==> src/rtl/pcileech_rst_pkg.sv <==
// Shared types and constants for the pcileech reset/conditioning block.
// Imported by pcileech_sync_debounce and pcileech_rst_ctl.
package pcileech_rst_pkg;

  typedef enum logic [0:0] {
    S_POR,
    S_RUN
  } rst_state_t;

  localparam int SYNC_STAGES = 2;

endpackage

==> src/rtl/pcileech_sync_debounce.sv <==
// Two-flop synchroniser plus asymmetric debounce.
// Low passes straight through; high needs DEBOUNCE_CYCLES stable samples.
module pcileech_sync_debounce
  import pcileech_rst_pkg::*;
#(
  parameter int DEBOUNCE_CYCLES = 1000
) (
  input  logic clk,
  input  logic rst_n,
  input  logic din,
  output logic dout
);

  localparam int CW = $clog2(DEBOUNCE_CYCLES + 1);
  localparam logic [CW-1:0] CMAX = CW'(DEBOUNCE_CYCLES);

  logic [SYNC_STAGES-1:0] sync_q;
  logic [CW-1:0]          cnt_q;
  logic                   s;

  assign s = sync_q[SYNC_STAGES-1];

  // metastability chain for the raw pad
  always_ff @(posedge clk or negedge rst_n) begin
    if (!rst_n) begin
      sync_q <= '0;
    end else begin
      sync_q <= {sync_q[SYNC_STAGES-2:0], din};
    end
  end

  // saturating count of consecutive high samples
  always_ff @(posedge clk or negedge rst_n) begin
    if (!rst_n) begin
      cnt_q <= '0;
    end else if (!s) begin
      cnt_q <= '0;
    end else if (cnt_q != CMAX) begin
      cnt_q <= cnt_q + 1'b1;
    end
  end

  assign dout = s & (cnt_q == CMAX);

endmodule

==> src/rtl/pcileech_rst_ctl.sv <==
// Power-on reset, PERST#/PRSNT conditioning, tick counter and LED blink.
// Optional WAKE# pulse generator enabled by PCILEECH_RST_WAKE_EN.
module pcileech_rst_ctl
  import pcileech_rst_pkg::*;
#(
  parameter int POR_CYCLES        = 64,
  parameter int DEBOUNCE_CYCLES   = 1000,
  parameter int BLINK_BIT         = 24,
  parameter int BLINK_WINDOW_BIT  = 27,
  parameter int WAKE_PULSE_CYCLES = 10000
) (
  input  logic        clk,
  input  logic        rst_n,
  input  logic        pcie_perst_n_in,
  input  logic        pcie_present_in,
  input  logic        wake_req,
  output logic        rst,
  output logic        ft601_rst_n,
  output logic        pcie_perst_n_sync,
  output logic        pcie_present_sync,
  output logic        led_pwronblink,
  output logic        pcie_wake_n,
  output logic [63:0] tickcount64
);

  logic [SYNC_STAGES-1:0] rst_sync_q;
  logic                   srst_n;
  rst_state_t             state_q;
  rst_state_t             state_d;
  logic [63:0]            tick_q;
  logic                   led_q;

  // async assert, synchronous release of the internal reset
  always_ff @(posedge clk or negedge rst_n) begin
    if (!rst_n) begin
      rst_sync_q <= '0;
    end else begin
      rst_sync_q <= {rst_sync_q[SYNC_STAGES-2:0], 1'b1};
    end
  end

  assign srst_n = rst_sync_q[SYNC_STAGES-1];

  // POR state register
  always_ff @(posedge clk or negedge srst_n) begin
    if (!srst_n) begin
      state_q <= S_POR;
    end else begin
      state_q <= state_d;
    end
  end

  // leave POR on the edge the tick reaches POR_CYCLES; RUN is sticky
  always_comb begin
    state_d = state_q;
    unique case (state_q)
      S_POR: begin
        if (tick_q == 64'(POR_CYCLES - 1)) begin
          state_d = S_RUN;
        end
      end
      S_RUN: state_d = S_RUN;
      default: state_d = S_POR;
    endcase
  end

  assign rst         = (state_q == S_POR);
  assign ft601_rst_n = ~rst;

  // free-running cycle counter
  always_ff @(posedge clk or negedge srst_n) begin
    if (!srst_n) begin
      tick_q <= '0;
    end else begin
      tick_q <= tick_q + 64'd1;
    end
  end

  assign tickcount64 = tick_q;

  // blink only during the first window after power-on
  always_ff @(posedge clk or negedge srst_n) begin
    if (!srst_n) begin
      led_q <= 1'b0;
    end else begin
      led_q <= tick_q[BLINK_BIT] & ~|tick_q[63:BLINK_WINDOW_BIT];
    end
  end

  assign led_pwronblink = led_q;

  pcileech_sync_debounce #(
    .DEBOUNCE_CYCLES(DEBOUNCE_CYCLES)
  ) u_perst (
    .clk  (clk),
    .rst_n(srst_n),
    .din  (pcie_perst_n_in),
    .dout (pcie_perst_n_sync)
  );

  pcileech_sync_debounce #(
    .DEBOUNCE_CYCLES(DEBOUNCE_CYCLES)
  ) u_present (
    .clk  (clk),
    .rst_n(srst_n),
    .din  (pcie_present_in),
    .dout (pcie_present_sync)
  );

`ifdef PCILEECH_RST_WAKE_EN
  localparam int WCW = $clog2(WAKE_PULSE_CYCLES + 1);

  logic           wake_q;
  logic           wake_act_q;
  logic [WCW-1:0] wake_cnt_q;
  logic           wake_edge;

  assign wake_edge = wake_req & ~wake_q;

  // WAKE# pulse: start on request edge while PERST# held, end on timeout or PERST# release
  always_ff @(posedge clk or negedge srst_n) begin
    if (!srst_n) begin
      wake_q     <= 1'b0;
      wake_act_q <= 1'b0;
      wake_cnt_q <= '0;
    end else begin
      wake_q <= wake_req;
      if (wake_act_q) begin
        if (pcie_perst_n_sync || wake_cnt_q == '0) begin
          wake_act_q <= 1'b0;
        end else begin
          wake_cnt_q <= wake_cnt_q - 1'b1;
        end
      end else if (state_q == S_RUN && wake_edge && !pcie_perst_n_sync) begin
        wake_act_q <= 1'b1;
        wake_cnt_q <= WCW'(WAKE_PULSE_CYCLES - 1);
      end
    end
  end

  assign pcie_wake_n = ~wake_act_q;
`else
  logic wake_unused;

  assign wake_unused = wake_req ^ (WAKE_PULSE_CYCLES == 0);
  assign pcie_wake_n = 1'b1;
`endif

endmodule

==> config.mk <==
export PLATFORM = sky130hd
export DESIGN_NAME = pcileech_rst_ctl
export DESIGN_NICKNAME = d
export VERILOG_FILES = /design/src/rtl/pcileech_rst_pkg.sv /design/src/rtl/pcileech_sync_debounce.sv /design/src/rtl/pcileech_rst_ctl.sv
export SDC_FILE = /design/constraint.sdc
export NUM_CORES = 1
export LEC_CHECK = 0
export CORE_MARGIN = 10
export CORE_UTILIZATION = 57
export CTS_CLUSTER_DIAMETER = 60
export DETAILED_ROUTE_END_ITERATION = 8
export GPL_TIMING_DRIVEN = 0
export PLACE_DENSITY = 0.93
export SYNTH_ARGS = -nofsm -noshare
export SYNTH_HDL_FRONTEND = slang
export SYNTH_SLANG_ARGS = --single-unit
==> constraint.sdc <==
create_clock -name clk -period 5.8 [get_ports clk]
set_clock_uncertainty 0.1 [all_clocks]
set_input_delay 0.87 -clock clk [delete_from_list [all_inputs] [get_ports clk]]
set_output_delay 0.87 -clock clk [all_outputs]
set_load 0.03 [all_outputs]
==> results of run 1 <==
==> area by class of cell <==
class                      count  area share, %
timing repair buffer          73           13.8
clock inverter                 4           1.34
sequential                    92           42.4
tap                           99           2.28
inverter                      13          0.898
buffer                         6          0.668
multi-input combinational    298           35.9
clock buffer                  12           2.67
==> through the flow <==
step / instances / power [mW] / hold WS, ps / cell area [um2]
detailed placement: 581 / 0.696 / 235 / 5220
global placement: 580 / 0.691 / 236 / 5180
CTS: 597 / 1.16 / 253 / 5430
floorplan: 409 / 0.683 / 231 / 4340
finish: 597 / 1.15 / 244 / 5430
global route: 597 / 1.19 / 260 / 5430
==> registers in the layout, summed over array words and instances (netlist names) <==
name,flops
ft601_rst_n,1
led_pwronblink,1
rst_sync_q,2
tickcount64,64
u_perst.cnt_q,10
u_perst.sync_q,2
u_present.cnt_q,10
u_present.sync_q,2
==> cell families after synthesis <==
| kind of cell | after synthesis | share of synthesized area [%] |
|---|---|---|
| other | 1 | 0.0865 |
| xor gates and xnor gates | 78 | 15.8 |
| muxes | 2 | 0.462 |
| DFF | 92 | 53.1 |
| AOI/OAI and AO/OA | 4 | 0.692 |
| adders and majority gates | 5 | 1.44 |
| and+or+nand+nor | 207 | 26.5 |
| buffers and inverters | 19 | 1.96 |
==> worst min path at each step <==
stage                                            from                             end  slack [ps]  depth (start not counted)
after floorplan               rst_sync_q[0]$_DFF_PN0_         rst_sync_q[1]$_DFF_PN0_         230                          0
after global placement        rst_sync_q[0]$_DFF_PN0_         rst_sync_q[1]$_DFF_PN0_         240                          0
after detailed placement  u_perst.sync_q[0]$_DFF_PN0_     u_perst.sync_q[1]$_DFF_PN0_         230                          0
after CTS                     rst_sync_q[0]$_DFF_PN0_         rst_sync_q[1]$_DFF_PN0_         250                          0
after global routing          rst_sync_q[0]$_DFF_PN0_         rst_sync_q[1]$_DFF_PN0_         260                          0
final                         rst_sync_q[1]$_DFF_PN0_  u_present.cnt_q[3]$_DFFE_PN0N_         240                          0
==> metal layers <==
metal	wire, um	track usage, %	share of wire [%]	vias up
li1	-	-	-	1590
met1	4080	22.2	40	1645
met2	5290	30.5	52	93
met3	707	5.39	6.9	14
met4	136	6.87	1.3	0
met5	0	0	0	-
==> where the power goes <==
part	total (mW)	switching, mW	internal (mW)
combinational	0.0242	0.0147	0.00955
sequential	0.658	0.0112	0.646
clock	0.468	0.214	0.254
==> critical path: stages (launching register included) <==
cell	delay, ps
dfrtp_1	410
and2_1	180
nand4_1	140
or4_1	500
clkbuf_1	170
nor2_1	110
clkdlybuf4s50_1	680
==> cells in the final DEF, fill, tap and decap left out, drive strengths merged <==
cell           instances
o21ai                  1
clkdlybuf4s50         72
and4                   6
nor4bb                 1
buf                    4
o211a                  1
clkbuf                15
or3                    5
nand4                 24
ha                     5
a21oi                  1
mux2i                  2
nor2b                  1
a41o                   1
or2                    2
inv                   11
conb                   2
clkinv                 3
nor4                  17
nor4b                  1
bufinv                 2
dfrtp                 92
or4                    6
and3                   5
xnor2                 39
nor2                  41
clkinvlp               1
nand3b                 1
nand3                 30
and2                   5
xor2                  39
nand2                 39
nor3                  23
==> results.sh, run 1 <==
export IMPL_status="complete, no violations"
export IMPL_post_cts_setup_buffers=0
export IMPL_ys_seq_area_share_pct=53.1
export IMPL_multi_input_area_mm2=0.00195
export IMPL_ctsHoldBuffers=0
export IMPL_setup_tns_ps=0
export IMPL_io_pins=75
export IMPL_hold_class="flop to asynchronous set/reset pin"
export IMPL_syn_to_final_growth_pct=25.3
export IMPL_yosys_cell_count_top_type="dfrtp_1"
export IMPL_reg2reg_setup_slack_ps=3220
export IMPL_synth_area_leader_cell="dfrtp_1"
export IMPL_antenna_found_initial=0
export IMPL_final_util_pct=74.1
export IMPL_routabilityCongestion=0.817
export IMPL_fin_crit_sh_pct=60.4
export IMPL_drc=0
export IMPL_ys_types=41
export IMPL_syn_inst=408
export IMPL_finalMaxSlewViolations=0
export IMPL_rr_endpoint="tickcount64[48]$_DFF_PN0_"
export IMPL_cts_resized=0
export IMPL_fin_nets=503
export IMPL_post_place_ws_ps=2700
export IMPL_fin_crit_ps=3510
export IMPL_synth_flop_cell="dfrtp_1"
export IMPL_io_buffer_count=72
export IMPL_synth_enable_flop_cells=0
export IMPL_dieArea_mm2=0.0115
export IMPL_critical_path_startpoint="u_perst.cnt_q[3]$_DFFE_PN0N_"
export IMPL_initial_core_util_pct=59.2
export IMPL_grt_pass1_vias=3421
export IMPL_numCtsBuffers=9
export IMPL_drt_iter0_drc=226
export IMPL_ant_nets=0
export IMPL_grt_max_degree=48
export IMPL_clk_pin_slew_worst_paths_ps=80
export IMPL_clockRootBuffer="clkbuf_8"
export IMPL_chipHeight_um=107
export IMPL_cts_buffer_depth=2
export IMPL_path_max_fanout=4
export IMPL_synthArstFlopShare_pct=100
export IMPL_maxCapViolations=0
export IMPL_synth_area_leaders="dfrtp_1 53%, xnor2_1 7.9%, xor2_1 7.9%"
export IMPL_die_x_um=107
export IMPL_critPathKind="flop to output pin"
export IMPL_syn_area_mm2=0.00434
export IMPL_wl_um=10200
export IMPL_num_antenna_cells=0
export IMPL_seq_area_mm2=0.00231
export IMPL_wl_per_cell_um=17.1
export IMPL_r2r_start="tickcount64[0]$_DFF_PN0_"
export IMPL_fillers=473
export IMPL_worstSkewPairLatency_ps=350
export IMPL_grt_pass1_wl_um=17000
export IMPL_clock_sinks=92
export IMPL_grtUsageTotal_pct=18.4
export IMPL_critical_path_required_ps=4830
export IMPL_hold_viol=0
export IMPL_drive_gt1_share_pct=6.83
export IMPL_relSlewSlack_pct=59.4
export IMPL_first_pass_iters=4
export IMPL_cts_tree="yes"
export IMPL_r2r_cells=7
export IMPL_via_count=3342
export IMPL_worst_slew_pin_slew_ps=609
export IMPL_synth_seq_cells=92
export IMPL_crit_arrival_ps=2540
export IMPL_clock_fmax_ghz=0.285
export IMPL_cp_start_kind="flop"
export IMPL_rows=31
export IMPL_p_leak_nw=2.44
export IMPL_finalSetupViolations=0
export IMPL_netlist_area_leader_share_pct=53.1
export IMPL_vdd_drop_max_mv=0.117
export IMPL_core_mm2=0.00733
export IMPL_end_kind="output pin"
export IMPL_vias_per_cell=5.60
export IMPL_ys_warnings_count=0
export IMPL_dp_hpwl_um=7560
export IMPL_synthTopCellsByCount="92 x dfrtp_1, 41 x nor2_1, 39 x nand2_1, 39 x xnor2_1, 39 x xor2_1"
export IMPL_critPathCapture="pcie_perst_n_sync"
export IMPL_worst_slack_ps=2290
export IMPL_h_tree_depth=3
export IMPL_synth_avg_cell_area_um2=10.6
export IMPL_p_per_area_mw_per_mm2=212
export IMPL_overflow=0
export IMPL_rsz0062_at_grt="no"
(Power assumes the default switching activity.)
==> run 2: changes to the inputs <==
- CORE_UTILIZATION: 57 -> 48
- PLACE_DENSITY: 0.93 -> 0.84
- clock period: 5.8 -> 3.1 ns (I/O delays scaled with it)
==> results.sh, run 2 (synthesis gave the netlist of run 1 again) <==
export IMPL_die_x_um=115
export IMPL_final_common_cell="dfrtp_1"
export IMPL_clock_sinks=92
export IMPL_power_frac_seq_pct=60.9
export IMPL_cp_start_kind="flop"
export IMPL_wl_met2_um=5160
export IMPL_maxCapViolations=0
export IMPL_crit_arrival_ps=2290
export IMPL_first_pass_iters=4
export IMPL_syn_to_final_growth_pct=24.7
export IMPL_top_layer="met4"
export IMPL_h_tree_depth=3
export IMPL_clk_pin_slew_worst_paths_ps=90
export IMPL_rsz0062_at_grt="no"
export IMPL_hold_class="primary input to asynchronous set/reset pin"
export IMPL_drc=0
export IMPL_wl_per_cell_um=16.7
export IMPL_core_mm2=0.00876
export IMPL_place_area_mm2=0.00523
export IMPL_num_antenna_cells=0
export IMPL_drt_met1_wl_um=4240
export IMPL_initial_core_util_pct=49.5
export IMPL_via_count=3321
export IMPL_r2r_cells=7
export IMPL_cts_tree="yes"
export IMPL_fin_crit_ps=2850
export IMPL_p_leak_nw=2.44
export IMPL_clock_fmax_ghz=0.351
export IMPL_vias_per_cell=5.48
export IMPL_grt_max_degree=51
export IMPL_switching_share_pct=23.6
export IMPL_path_max_fanout=4
export IMPL_grt_pass1_vias=3310
export IMPL_fin_crit_sh_pct=92.0
export IMPL_finalMaxSlewViolations=0
export IMPL_relSlewSlack_pct=57.9
export IMPL_met3_length_um=539
export IMPL_grt_pass1_wl_um=16800
export IMPL_end_kind="output pin"
export IMPL_numCtsBuffers=9
export IMPL_drt_iter0_drc=239
export IMPL_hold_viol=0
export IMPL_routabilityCongestion=0.871
export IMPL_overflow=0
export IMPL_fillers=706
export IMPL_grtUsageTotal_pct=15.6
export IMPL_chipHeight_um=115
export IMPL_antenna_found_initial=0
export IMPL_total_power_mw=2.02
export IMPL_worstSkewPairLatency_ps=370
export IMPL_critical_path_required_ps=2530
export IMPL_p_switching_uw=475
export IMPL_worst_slew_pin_slew_ps=627
export IMPL_vdd_drop_max_mv=0.201
export IMPL_ctsHoldBuffers=0
export IMPL_drive_gt1_share_pct=7.03
export IMPL_dp_hpwl_um=7490
export IMPL_critPathKind="flop to output pin"
export IMPL_cts_buffer_depth=2
export IMPL_rows=34
export IMPL_ant_nets=0
export IMPL_largest_reg_flops=64
export IMPL_fin_nets=503
export IMPL_post_cts_setup_buffers=0
export IMPL_io_buffer_count=72
export IMPL_combPwrFrac_pct=2.2
export IMPL_finalInstanceArea_mm2=0.00541
export IMPL_io_pins=75
export IMPL_status="complete, no violations"
export IMPL_p_per_area_mw_per_mm2=373
export IMPL_finalSetupViolations=0
export IMPL_clockRootBuffer="clkbuf_8"
export IMPL_p_int_mw=1.54
export IMPL_wl_um=10100
export IMPL_cts_resized=0
export IMPL_final_cell_mix="91 x dfrtp_1, 71 x clkdlybuf4s50_1, 41 x nor2_1"
export IMPL_power_clock_fraction_pct=36.9
export IMPL_dieArea_mm2=0.0132
## run 2: changes by cell type in the layout (fill, tap and decap cells not counted), sizes merged
| cell | delta |
|---|---|
| bufinv | -2 |
| clkinvlp | +2 |
| clkbuf | -1 |
| inv | +1 |
| dlymetal6s2s | +1 |
| clkdlybuf4s50 | -1 |
## run 2: worst paths after layout
kind | start | endpoint | slack (ps)
worst max-delay path | u_present.cnt_q[0]$_DFFE_PN0N_ | pcie_present_sync | 250
worst min-delay path | rst_n | rst_sync_q[1]$_DFF_PN0_ | 150
worst max register to register | tickcount64[0]$_DFF_PN0_ | tickcount64[58]$_DFF_PN0_ | 590
worst min register to register | rst_sync_q[1]$_DFF_PN0_ | u_present.cnt_q[0]$_DFFE_PN0N_ | 220
max in group asynchronous | rst_sync_q[1]$_DFF_PN0_ | tickcount64[26]$_DFF_PN0_ | 2070
min in group clk | rst_sync_q[0]$_DFF_PN0_ | rst_sync_q[1]$_DFF_PN0_ | 250
## run 2: power groups by stage
stage / Clock (mW) / Combinational, mW / Sequential [mW]
after floorplan: 0 / 0.0216 / 1.26
after global placement: 0 / 0.0283 / 1.26
after detailed placement: 0 / 0.0466 / 1.25
after CTS: 0.761 / 0.0468 / 1.23
after global routing: 0.821 / 0.0532 / 1.23
final: 0.744 / 0.0450 / 1.23
## run 2: area by class of cell
type	instances	area [um2]	area share, %
plain buffers	6	36.3	0.671
clock buffers	11	141	2.61
clock inverters	5	36.3	0.671
inverters	13	48.8	0.902
multi-input cells	298	1950	36.1
flip-flops and latches	92	2310	42.6
well taps	108	135	2.50
repair buffers	73	751	13.9
## run 2: layer usage
metal / up-vias / global-route usage (%)
met5: - / 0
met4: 0 / 5.36
met3: 15 / 4.58
met2: 76 / 26.4
met1: 1647 / 18.6
li1: 1583 / -
## run 2: worst max-delay path, cell delays in order, from the launching register on
cell	delay, ps
dfrtp_1	420
inv_1	100
ha_1	140
nor4bb_1	220
nand3_1	160
nor3_1	190
clkdlybuf4s50_1	700
## run 2: metrics by stage
stage	std cells	hold WS (ps)	setup TNS [ps]	utilization, %	setup slack, ps
global placement	589	236	-61530	59.3	-688
global route	606	124	0	61.7	64.0
floorplan	409	69.4	0	-	248
finish	606	146	0	61.7	249
CTS	606	137	0	61.7	29.8
detailed placement	590	238	0	59.7	424
==> run 3: changes to the inputs <==
- CORE_UTILIZATION: 48 -> 45
- PLACE_DENSITY: 0.84 -> 0.8
==> results.sh, run 3 (synthesis gave the netlist of run 1 again) <==
export IMPL_numCtsBuffers=9
export IMPL_wl_um=9890
export IMPL_ant_nets=0
export IMPL_drt_iter0_drc=237
export IMPL_met3_length_um=461
export IMPL_crit_arrival_ps=2100
export IMPL_ctsHoldBuffers=0
export IMPL_grtUsageTotal_pct=14.4
export IMPL_dp_cells=611
export IMPL_maxCapViolations=0
export IMPL_cts_resized=0
export IMPL_p_leak_nw=2.47
export IMPL_routabilityCongestion=0.832
export IMPL_clk_pin_slew_worst_paths_ps=90
export IMPL_critPathCapture="pcie_perst_n_sync"
export IMPL_hold_viol=0
export IMPL_clockRootBuffer="clkbuf_8"
export IMPL_post_cts_setup_buffers=0
export IMPL_wl_met2_um=4720
export IMPL_cp_start_kind="flop"
export IMPL_rr_endpoint="tickcount64[63]$_DFF_PN0_"
export IMPL_final_common_cell="dfrtp_1"
export IMPL_path_max_fanout=4
export IMPL_critical_path_required_ps=2530
export IMPL_finalMaxSlewViolations=0
export IMPL_hold_class="primary input to asynchronous set/reset pin"
export IMPL_worst_slack_ps=435
export IMPL_top_layer="met4"
export IMPL_clock_fmax_ghz=0.375
export IMPL_drive_gt1_share_pct=7.23
export IMPL_critical_path_startpoint="u_perst.cnt_q[3]$_DFFE_PN0N_"
export IMPL_grt_max_degree=53
export IMPL_via_count=3256
export IMPL_drt_met1_wl_um=4460
export IMPL_rsz0062_at_grt="no"
export IMPL_r2r_start="tickcount64[9]$_DFF_PN0_"
export IMPL_reg2reg_setup_slack_ps=660
export IMPL_grt_pass1_vias=3286
export IMPL_vdd_drop_max_mv=0.244
export IMPL_chipHeight_um=118
export IMPL_cts_tree="yes"
export IMPL_fin_crit_ps=2660
export IMPL_fin_nets=503
export IMPL_cts_buffer_depth=2
export IMPL_drc=0
export IMPL_end_kind="output pin"
export IMPL_dieArea_mm2=0.0140
export IMPL_rows=35
export IMPL_post_place_ws_ps=410
export IMPL_vias_per_cell=5.19
export IMPL_die_x_um=118
export IMPL_dp_hpwl_um=7340
export IMPL_io_pins=75
export IMPL_num_antenna_cells=0
export IMPL_core_mm2=0.00933
export IMPL_h_tree_depth=3
export IMPL_clock_sinks=92
export IMPL_final_cell_mix="91 x dfrtp_1, 70 x clkdlybuf4s50_1, 41 x nor2_1"
export IMPL_io_buffer_count=72
export IMPL_p_per_area_mw_per_mm2=379
export IMPL_wl_per_cell_um=15.8
export IMPL_r2r_cells=6
export IMPL_critPathKind="flop to output pin"
export IMPL_fillers=776
export IMPL_first_pass_iters=4
export IMPL_overflow=0
export IMPL_finalSetupViolations=0
export IMPL_largest_reg_flops=64
export IMPL_grt_pass1_wl_um=16700
export IMPL_fin_cells=627
export IMPL_fin_crit_sh_pct=86.0
export IMPL_relSlewSlack_pct=61.1
export IMPL_initial_core_util_pct=46.5
export IMPL_syn_to_final_growth_pct=25.7
export IMPL_worst_slew_pin_slew_ps=579
export IMPL_antenna_found_initial=0
export IMPL_status="complete, no violations"
export IMPL_worstSkewPairLatency_ps=370
-- run 3: cell count changes in the layout (fill, tap and decap cells not counted) --
cell             previous run  this run
clkinv_2                    1         3
inv_6                       1         0
clkbuf_1                    3         2
clkbuf_8                   10         9
clkdlybuf4s50_1            71        70
bufinv_16                   0         1
dlymetal6s2s_1              1         2
-- run 3: per-layer routing --
metal  up-vias  track usage (%)
met5         -                0
met4         0             6.65
met3        17             3.62
met2        68             23.0
met1      1592             18.0
li1       1579                -
-- run 3: area by class of cell --
| type | count | area (um2) | area share (%) |
|---|---|---|---|
| flip-flops and latches | 92 | 2310 | 42.3 |
| multi-input cells | 298 | 1950 | 35.8 |
| repair buffers | 73 | 753 | 13.8 |
| well taps | 129 | 161 | 2.96 |
| clock buffers | 9 | 124 | 2.27 |
| clock inverters | 7 | 67.6 | 1.24 |
| inverters | 13 | 48.8 | 0.895 |
| plain buffers | 6 | 36.3 | 0.666 |
-- run 3: worst min path at each step --
stage	start	cells past startpoint	endpoint	slack (ps)
after floorplan	rst_n	0	rst_sync_q[0]$_DFF_PN0_	70
after global placement	rst_sync_q[0]$_DFF_PN0_	0	rst_sync_q[1]$_DFF_PN0_	240
after detailed placement	rst_sync_q[1]$_DFF_PN0_	0	tickcount64[25]$_DFF_PN0_	230
after CTS	rst_n	1	rst_sync_q[1]$_DFF_PN0_	150
after global routing	rst_n	1	rst_sync_q[1]$_DFF_PN0_	140
final	rst_n	1	rst_sync_q[1]$_DFF_PN0_	160
-- run 3: stage by stage --
step / area (um2) / power [mW] / TNS (ps) / utilization (%) / hold WS, ps
finish: 5450 / 2.07 / 0 / 58.4 / 161
global route: 5450 / 2.16 / 0 / 58.4 / 143
CTS: 5450 / 2.09 / 0 / 58.4 / 150
detailed placement: 5250 / 1.30 / 0 / 56.3 / 231
global placement: 5220 / 1.29 / -71000 / 56.0 / 237
floorplan: 4340 / 1.28 / 0 / - / 69.4
-- run 3: power by group --
group	switching (mW)	leakage (nW)	internal [mW]
logic	0.0283	1.12	0.0182
clock network	0.424	0.0910	0.368
registers	0.0190	1.26	1.21
total	0.472	2.47	1.60
-- run 3: critical path, stage by stage, from the launching register on --
cell	delay (ps)
dfrtp_1	420
and2_1	190
nand4_1	120
or4_1	480
clkbuf_1	160
nor2_1	90
dlymetal6s2s_1	300
